### config.mk
export PLATFORM = sky130hd
export DESIGN_NAME = window_sequencer
export DESIGN_NICKNAME = d
export VERILOG_FILES = /design/src/rtl/window_sequencer.sv
export SDC_FILE = /design/constraint.sdc
export NUM_CORES = 1
export LEC_CHECK = 0
export CAP_MARGIN = 20
export CORE_MARGIN = 2
export CORE_UTILIZATION = 58
export CTS_CLUSTER_DIAMETER = 50
export DETAILED_ROUTE_END_ITERATION = 8
export GPL_ROUTABILITY_DRIVEN = 1
export PLACE_DENSITY = 0.89
export RECOVER_POWER = 50
export SLEW_MARGIN = 20
export SYNTH_ARGS = -nofsm -noshare
export SYNTH_HDL_FRONTEND = slang
export SYNTH_SLANG_ARGS = --single-unit
### constraint.sdc
create_clock -name clk -period 3.8 [get_ports clk]
set_input_delay 0.38 -clock clk [delete_from_list [all_inputs] [get_ports clk]]
set_output_delay 0.38 -clock clk [all_outputs]
set_load 0.02 [all_outputs]
### src/rtl/window_sequencer.sv
// window_sequencer: frame raster sequencer driving a sliding-window generator.
// Tracks pixel coordinates, gates upstream pixels on downstream readiness, flags complete windows.
module window_sequencer #(
  parameter int FRAME_WIDTH  = 640,
  parameter int FRAME_HEIGHT = 480,
  parameter int WIN_WIDTH    = 3,
  parameter int WIN_HEIGHT   = 3,
  parameter int COORD_WIDTH  = 11
) (
  input  logic                   clk,
  input  logic                   reset,
  input  logic                   start,
  input  logic                   abort,
  input  logic                   in_valid,
  output logic                   in_ready,
  input  logic                   out_ready,
  output logic                   win_en,
  output logic                   win_valid,
  output logic [COORD_WIDTH-1:0] win_x,
  output logic [COORD_WIDTH-1:0] win_y,
  output logic                   busy,
  output logic                   frame_done
);
  localparam logic [COORD_WIDTH-1:0] COL_MAX = COORD_WIDTH'(FRAME_WIDTH - 1);
  localparam logic [COORD_WIDTH-1:0] ROW_MAX = COORD_WIDTH'(FRAME_HEIGHT - 1);
  localparam logic [COORD_WIDTH-1:0] COL_MIN = COORD_WIDTH'(WIN_WIDTH - 1);
  localparam logic [COORD_WIDTH-1:0] ROW_MIN = COORD_WIDTH'(WIN_HEIGHT - 1);

  typedef enum logic [1:0] {IDLE, ACTIVE, DONE} state_t;

  state_t                   state_q, state_d;
  logic [COORD_WIDTH-1:0]   col_q, col_d, row_q, row_d;
  logic [COORD_WIDTH-1:0]   win_x_q, win_x_d, win_y_q, win_y_d;
  logic                     win_valid_q, win_valid_d;
  logic                     accept, last_col, last_row;

  assign in_ready   = (state_q == ACTIVE) & out_ready;
  assign accept     = in_valid & in_ready;
  assign win_en     = accept;
  assign last_col   = col_q == COL_MAX;
  assign last_row   = row_q == ROW_MAX;
  assign win_valid  = win_valid_q;
  assign win_x      = win_x_q;
  assign win_y      = win_y_q;
  assign busy       = state_q != IDLE;
  assign frame_done = state_q == DONE;

  // Abort outranks everything; the final pixel clears the counters so they never overrun.
  always_comb begin
    state_d     = state_q;
    col_d       = col_q;
    row_d       = row_q;
    win_x_d     = win_x_q;
    win_y_d     = win_y_q;
    win_valid_d = 1'b0;
    if (abort) begin
      state_d = IDLE;
      col_d   = '0;
      row_d   = '0;
    end else if (state_q == IDLE) begin
      state_d = start ? ACTIVE : IDLE;
      col_d   = start ? '0 : col_q;
      row_d   = start ? '0 : row_q;
    end else if (state_q == DONE) begin
      state_d = IDLE;
    end else if (accept) begin
      win_x_d     = col_q;
      win_y_d     = row_q;
      win_valid_d = (col_q >= COL_MIN) && (row_q >= ROW_MIN);
      col_d       = last_col ? '0 : col_q + 1'b1;
      row_d       = last_col ? (last_row ? '0 : row_q + 1'b1) : row_q;
      state_d     = (last_col && last_row) ? DONE : ACTIVE;
    end
  end

  always_ff @(posedge clk or posedge reset) begin
    if (reset) begin
      state_q     <= IDLE;
      col_q       <= '0;
      row_q       <= '0;
      win_x_q     <= '0;
      win_y_q     <= '0;
      win_valid_q <= 1'b0;
    end else begin
      state_q     <= state_d;
      col_q       <= col_d;
      row_q       <= row_d;
      win_x_q     <= win_x_d;
      win_y_q     <= win_y_d;
      win_valid_q <= win_valid_d;
    end
  end
endmodule

# After elaboration in Yosys (flattened, before gate mapping)

Cells that the tools add are included.

Add/subtract/negate cells: 2
Order comparisons: 2
Equal/unequal tests: 6
Multiplexer cells: 22
Bitwise logic cells: 5
Reduce and logical (&&, ||, !) cells: 10

Operators by type and width:

| kind                                                                    | number |
|---|---|
| 11-bit two-way mux                                                      | 12 |
| 11-bit by 1-bit adder with 11-bit output (second input constant)        | 2 |
| 11-bit by 2-bit >= comparator with 1-bit output (second input constant) | 2 |
| 11-bit by 10-bit == test with 1-bit output (second input constant)      | 1 |
| 11-bit by 9-bit == test with 1-bit output (second input constant)       | 1 |
| 2-bit two-way mux                                                       | 5 |
| 4-bit AND reduction                                                     | 2 |
| 3-bit nonzero test                                                      | 2 |
| 1-bit two-way mux                                                       | 5 |
| 4-bit nonzero test                                                      | 1 |
| 3-bit by 2-bit != test with 1-bit output (second input constant)        | 1 |
| 3-bit != test (second input constant)                                   | 1 |
| 1-bit NOT                                                               | 3 |
| 3-bit AND reduction                                                     | 1 |
| 1-bit AND                                                               | 2 |
| 2-bit by 1-bit == test with 1-bit output (second input constant)        | 1 |
| 2-bit == test (second input constant)                                   | 1 |
| 1-bit logical AND                                                       | 2 |
| 2-bit logical NOT                                                       | 1 |
| 2-bit nonzero test                                                      | 1 |

Register bits after elaboration: 47
Input port bits: 6
Output and inout bits: 27
Word-level logic and storage cells: 53

# Depth between registers and ports, before layout

Depth in word-level cells: 7
Mapped depth: 8
Mapped depth without buffers: 6

# Worst setup path after synthesis

OpenSTA, ideal clock, no wires.

Path type: register -> register
Start point: reg col_q[1]
End point: reg row_q[9]
Library setup time: 0.087 ns
Data arrival time: 1.719 ns
Slack: 1.994 ns
Stages on the path, launching flop included: 8
Buffers on the path: 2
Path through: dfrtp_1 -> ha_1 -> and3_1 -> buf_2 -> a31oi_1 -> buf_6 -> or4_1 -> a22oi_1

Cells in the longest elaborated chain, start to end: 3

RTL lines:

| what                                       | line | RTL |
|---|---|---|
| from (decl)                                | 32   | `logic [COORD_WIDTH-1:0] col_q, col_d, row_q, row_d;` |
| from (signal assigned)                     | 86   | `col_q <= col_d;` |
| 11-bit by 10-bit == test with 1-bit output | 40   | `assign last_col = col_q == COL_MAX;` |
| 3-bit nonzero test (no line)               | n/a  |  |
| 4-bit AND reduction (no line)              | n/a  |  |
| to (signal assigned)                       | 87   | `row_q <= row_d;` |
| to (decl)                                  | 32   |  |

No other way between the ends.
A chain may end at the register's enable or synchronous reset.

# Worst setup path after layout

Start point: in out_ready
End point: reg row_q[1]

Cells in the longest elaborated chain, start to end: 4

RTL lines:

| what                          | line | RTL |
|---|---|---|
| from (decl)                   | 16   | `input logic out_ready,` |
| 1-bit AND                     | 37   | `assign in_ready = (state_q == ACTIVE) & out_ready;` |
| 1-bit AND                     | 38   | `assign accept = in_valid & in_ready;` |
| 3-bit nonzero test (no line)  | n/a  |  |
| 4-bit AND reduction (no line) | n/a  |  |

No other way between the ends.

==> results by group <==
Status
  – Violated checks: capacitance limit, slew limit
  – Status: complete, but fails checks

Clock network
  – Root buf cell: clkbuf_8
  – Num CTS Buffers: 5
  – Later-pin clock latency in the skew report: about 300 ps
  – Clock sinks: 47
  – Hold buffer count at CTS: 0
  – H-tree lvl count: 2
  – Post-CTS Setup Inserts: 0
  – Post-CTS Resized: 0
  – Clock tree buffer depth: 2
  – Worst-path clk slew: ~70 ps
  – CTS tree: done

Final layout
  – Layout cells sized above 1: 0.159
  – Antenna diodes: 0
  – Post-layout util: 0.711
  – Fill cells: around 300
  – Nets: between 200 and 300
  – Area delta synth->final: 18.3%

Global route
  – Grt total ovfl: 0
  – First-pass GRT wire length: between 8 and 9 mm
  – Gr usage total: 0.242
  – Initial antenna violation count: 0
  – Vias in the first global route: roughly 1700
  – Largest net degree at the start of global routing: 48

STA
  – Slew @ Worst Pin: around 1800 ps
  – Max-slew headroom: -0.173
  – RSZ-0062 raised after global routing: no
  – Final period util: 0.633
  – Fin. max-slew vios: between 40 and 50
  – F_max: 416 MHz
  – Layout Skew: between 7 and 8 ps
  – Tmin final: between 2000 and 2500 ps
  – Fin Setup TNS: 0 ps
  – Hold Violations, Final: 0
  – Final Setup Violations: 0

Yosys
  – Syn_nets: between 200 and 250
  – Top-area cell type share of the netlist area: 0.493
  – Mean post-synth cell area: ~11 sq um
  – Area leader, netlist: dfrtp_1
  – Area contributors post-synth: dfrtp_1, mux2_2, nand3_1
  – Synth unique cells: 44
  – Sequential-to-total area share from yosys stat: 0.493
  – Synth Instances: around 220
  – Synth warn: 0
  – Synth Cell Area: around 2400 sq um
  – Post-synthesis register bit count: 47

Die
  – Core Region: roughly 4000 sq um
  – DIE HEIGHT: roughly 68 um
  – Initial core utilization: 0.601
  – Site Rows: 23
  – Die area: about 4600 sq um
  – Chip width: slightly below 70 um
  – IO Pins: 33

Route
  – Via count: 1889
  – ANT nets after route: 0
  – Vias per cell: ~6.3
  – DR DRC count: 0
  – Drt pass-1 iters: 4
  – DR iter-0 viols: between 100 and 150
  – WL/cell: roughly 17 um
  – Drt total wl: 5.09 mm

Setup path
  – Endpoint type of the worst setup path: flip-flop
  – Startpoint Class: input port
  – Critical setup path kind: in -> reg
  – Max FO, Critical Path: 17
  – Critical Path AT: approximately 2600 ps
  – CP required: just under 4000 ps

Pwr
  – Maximum VDD drop: between 0.2 and 0.25 mV
  – P_leak: 1.29 nW
  – Power Dens Cells: ~330 nW/um^2

Placed design
  – Number of port buffers: 32
  – Final RePlAce weighted congestion: between 0.8 and 0.9
  – Post-DP HPWL: roughly 3.5 mm

Job
  – MaxCap Viol Count: 1

Hold path
  – Worst hold path type: reg -> reg
-- sequential cells by signal, summed over array words and instances, names as in the netlist --
signal	flops
win_x	11
state_q	2
row_q	11
win_y	11
win_valid	1
col_q	11
-- cells by family after synthesis --
group,Yosys count,share of synthesized area
simple gates,74,0.188
buf+inv,22,0.0435
fa+ha+maj,4,0.0210
compound gates,51,0.147
mux,23,0.108
flops,47,0.493
-- worst paths after layout --
| kind | depth (start not counted) | end | start | slack, ps |
|---|---|---|---|---|
| max in group asynchronous | 2 | win_y[2] | reset | 1700 |
| setup / recovery | 7 | row_q[1] | out_ready | 1400 |
| hold / removal | 1 | win_y[3] | win_y[3] | 510 |
| setup reg to reg | 6 | row_q[1] | state_q[1] | 1410 |
| hold reg to reg | 1 | win_y[3] | win_y[3] | 510 |
| min in group asynchronous | 2 | col_q[5] | reset | 1070 |
-- report_power, final --
part	internal, mW	switching [mW]	leakage (nW)
clock	0.166	0.159	0.0515
combinational	0.0317	0.0526	0.582
sequential	0.507	0.00815	0.654
total	0.705	0.220	1.29
-- layout make-up --
cell class,instances,area [sq um],area share
Sequential cell,47,1180,0.416
Multi-Input combinational cell,152,1110,0.393
Timing Repair Buffer,35,343,0.121
Clock buffer,8,100,0.0354
Tap cell,50,62.6,0.0221
Inverter,9,33.8,0.0120
-- per-layer routing --
metal	vias up	track usage	wire length, um
met2	80	0.376	2400
li1	890	-	-
met1	914	0.323	2260
met5	-	0	0
met4	0	0.100	80
met3	5	0.0609	345
-- cell usage in the layout, fill, tap and decap left out, types with 6 or more instances in the layout --
master	Yosys	final
o31ai_1	8	8
nand2_1	10	10
clkbuf_8	0	7
o21ai_0	14	14
clkdlybuf4s50_1	0	18
dlygate4sd3_1	0	14
nand3_1	14	14
inv_1	9	9
mux2_2	23	23
nor2_1	9	8
dfrtp_1	47	47
and3_1	6	6
-- stage by stage --
stage / std cells / cell area (sq um) / worst slack (ps) / total power [mW] / hold WS [ps]
4_1_cts: 301 / 2830 / 1460 / 0.933 / 514
2_1_floorplan: 221 / 2390 / 1990 / 0.579 / 443
3_3_place_gp: 293 / 2730 / 1290 / 0.607 / 488
5_1_grt: 301 / 2830 / 1300 / 0.961 / 521
6_report: 301 / 2830 / 1400 / 0.924 / 505
3_5_place_dp: 293 / 2730 / 1160 / 0.611 / 495
-- Yosys cell counts (all sizes together) --
master   number
o21bai        1
a211oi        2
nand3b        1
mux2         23
or3           3
nand4         4
clkbuf        1
a22o          1
nand4b        1
and3b         1
or4b          1
and3          6
a211o         1
a311oi        1
o21ai        14
nand2        10
nand3        14
a31oi         3
o2bb2ai       2
and4          2
dfrtp        47
or4           5
a21o          1
nor3          3
nor4b         2
a31o          1
a21oi         5
o31ai         8
nor2b         2
o41ai         2
nor3b         1
a32o          3
nand2b        3
buf          12
nor4          4
nor2          9
inv           9
a22oi         4
and2          2
o22ai         2
ha            4
-- worst max-delay path, stage by stage --
cell and delay [ps]:
clkdlybuf4s50_1 440, nand4b_2 150, inv_1 100, nor3_2 830
buf_4 310, nor2_1 100, mux2_2 280
(Power assumes the default switching activity.)
==> edit, RTL diff (same settings) <==
Change the parameter `COORD_WIDTH` from 11 to 15.
--- a/src/rtl/window_sequencer.sv
+++ b/src/rtl/window_sequencer.sv
@@ -7,3 +7,3 @@
   parameter int WIN_HEIGHT   = 3,
-  parameter int COORD_WIDTH  = 11
+  parameter int COORD_WIDTH  = 15
 ) (
Interface: changed (resized win_x and win_y); port bits go from 33 to 41. No check against the original RTL was run, so the function may have changed too.
==> edit against the unedited design <==
Wire length grew 32%; count of clock-buffer cells in the layout increased by 5; sequential cell count up 16; power up 50%; critical path depth down 2; synthesized area grew 29%; global-route usage grew 0.67 points; clock power is 100% higher; cell area increased by 31%; worst setup slack got worse by 0.076 ns; fmax shrank 3.1%; largest cell class unchanged.
==> edit: results (changes against the unedited design) <==
hold_sp=win_y[11] (was win_y[3]); Crit-path slowest cell=o41ai_4 (was nor3_2); GPL Wtd Cong=0.881 (was 0.825); largest net degree at the start of global routing=34 (was 48); Syn Nets=292 (was 231); sequential-to-total area share from yosys stat=51.3% (was 49.3%); library cells used by synthesis=45 (was 44); Pleak=1.68 nW (was 1.29 nW); Critical Path AT=2.70 ns (was 2.59 ns); slew margin rel.=18.7% (was -17.3%); Synth area leaders=dfrtp_1, mux2_2, o21ai_0, nand2_1, nor2_1 (was dfrtp_1, mux2_2, nand3_1, o21ai_0, o31ai_1); number of global-route vias before repair=2330 (was 1727); cts bufs inserted=9 (was 5); status=complete, no violations (was finished, violations left); first-pass GRT wire length=11400 um (was 8290 um); crit path max fanout=13 (was 17); H-tree depth=3 (was 2); worst slack, placed=1.28 ns (was 1.16 ns); GRT Total Usage=24.9% (was 24.2%); Peak VDD IR=275 uV (was 246 uV); Max stage delay on crit path=0.71 ns (was 0.83 ns); reg2reg start=row_q[12] (was state_q[1]); post-placement cell area=3480 um2 (was 2730 um2); IO Port Bufs=40 (was 32); worst-skew pair later-pin latency=0.34 ns (was 0.30 ns); Iteration-0 DRC Markers=398 (was 132); ratio of cells with drive above 1 in the final layout=17.1% (was 15.9%); initial antenna violation count=0 (unchanged); DR vias/cell=6.06 (was 6.28); Post-synth top cells=dfrtp_1, mux2_2, o21ai_0 (was dfrtp_1, mux2_2, nand3_1, o21ai_0, buf_2); worst clock skew=0.00603 ns (was 0.00717 ns); startpoint types=flop (was input pin); routed length per instance=16.9 um (about the same)
-- edit: changes by cell type after synthesis, sizes merged, moves of 5 or more --
cell | unedited run | this run
o21ai | 14 | 31
inv | 9 | 4
xnor2 | 0 | 7
nand2 | 10 | 23
nor2 | 9 | 21
dfrtp | 47 | 63
-- edit: area by class of cell --
| class | count | area, um2 |
|---|---|---|
| clock buffer | 13 | 159 |
| clock inverter | 3 | 65.1 |
| fill | 358 | 1410 |
| inverter | 4 | 15.0 |
| multi-input combinational | 201 | 1370 |
| sequential | 63 | 1580 |
| tap | 70 | 87.6 |
| timing repair buffer | 44 | 430 |
-- edit: cell families (layout without fill, tap and decap cells) --
family | count (synthesis) | count (layout) | synth area share, %
adders and majority gates | 4 | 4 | 1.63
AOI/OAI and AO/OA | 58 | 58 | 12.0
and+or+nand+nor | 105 | 105 | 19.0
muxes | 27 | 27 | 9.89
DFF | 63 | 63 | 51.3
buffers and inverters | 18 | 64 | 4.31
xor gates and xnor gates | 7 | 7 | 1.99
-- edit: path summary, 6_finish.rpt --
check,slack (ns),endpoint,cells after the start
worst max-delay path,1.32,row_q[7],5
worst min-delay path,0.48,win_y[11],2
worst max register to register,1.32,row_q[7],5
worst min register to register,0.48,win_y[11],2
max in group asynchronous,1.97,win_y[11],3
min in group asynchronous,0.80,win_x[11],2
-- edit: metrics by stage --
stage | instances | util, %
after floorplan | 282 | -
after detailed placement | 382 | 68.1
after global routing | 398 | 72.4
after global placement | 382 | 68.1
final | 398 | 72.4
after CTS | 398 | 72.4
-- edit: per-layer routing --
layer,up-vias,routed length (um),track usage (%)
li1,1124,-,-
met1,1151,2860,33.6
met2,120,3140,37.2
met3,16,572,6.35
met4,0,156,12.9
met5,-,0,0
-- edit: critical path: cells and delay by family (launching register included) --
kind               cells  cell delay [ns]
AOI/OAI and AO/OA      2             0.79
and+or+nand+nor        3             1.09
DFF                    1             0.48
-- edit: power breakdown --
| part | total (mW) | leakage [nW] | internal [mW] | switching, mW |
|---|---|---|---|---|
| combinational | 0.0613 | 0.690 | 0.0199 | 0.0414 |
| sequential | 0.674 | 0.879 | 0.672 | 0.00192 |
| clock | 0.650 | 0.114 | 0.405 | 0.246 |
| total | 1.39 | 1.68 | 1.10 | 0.289 |
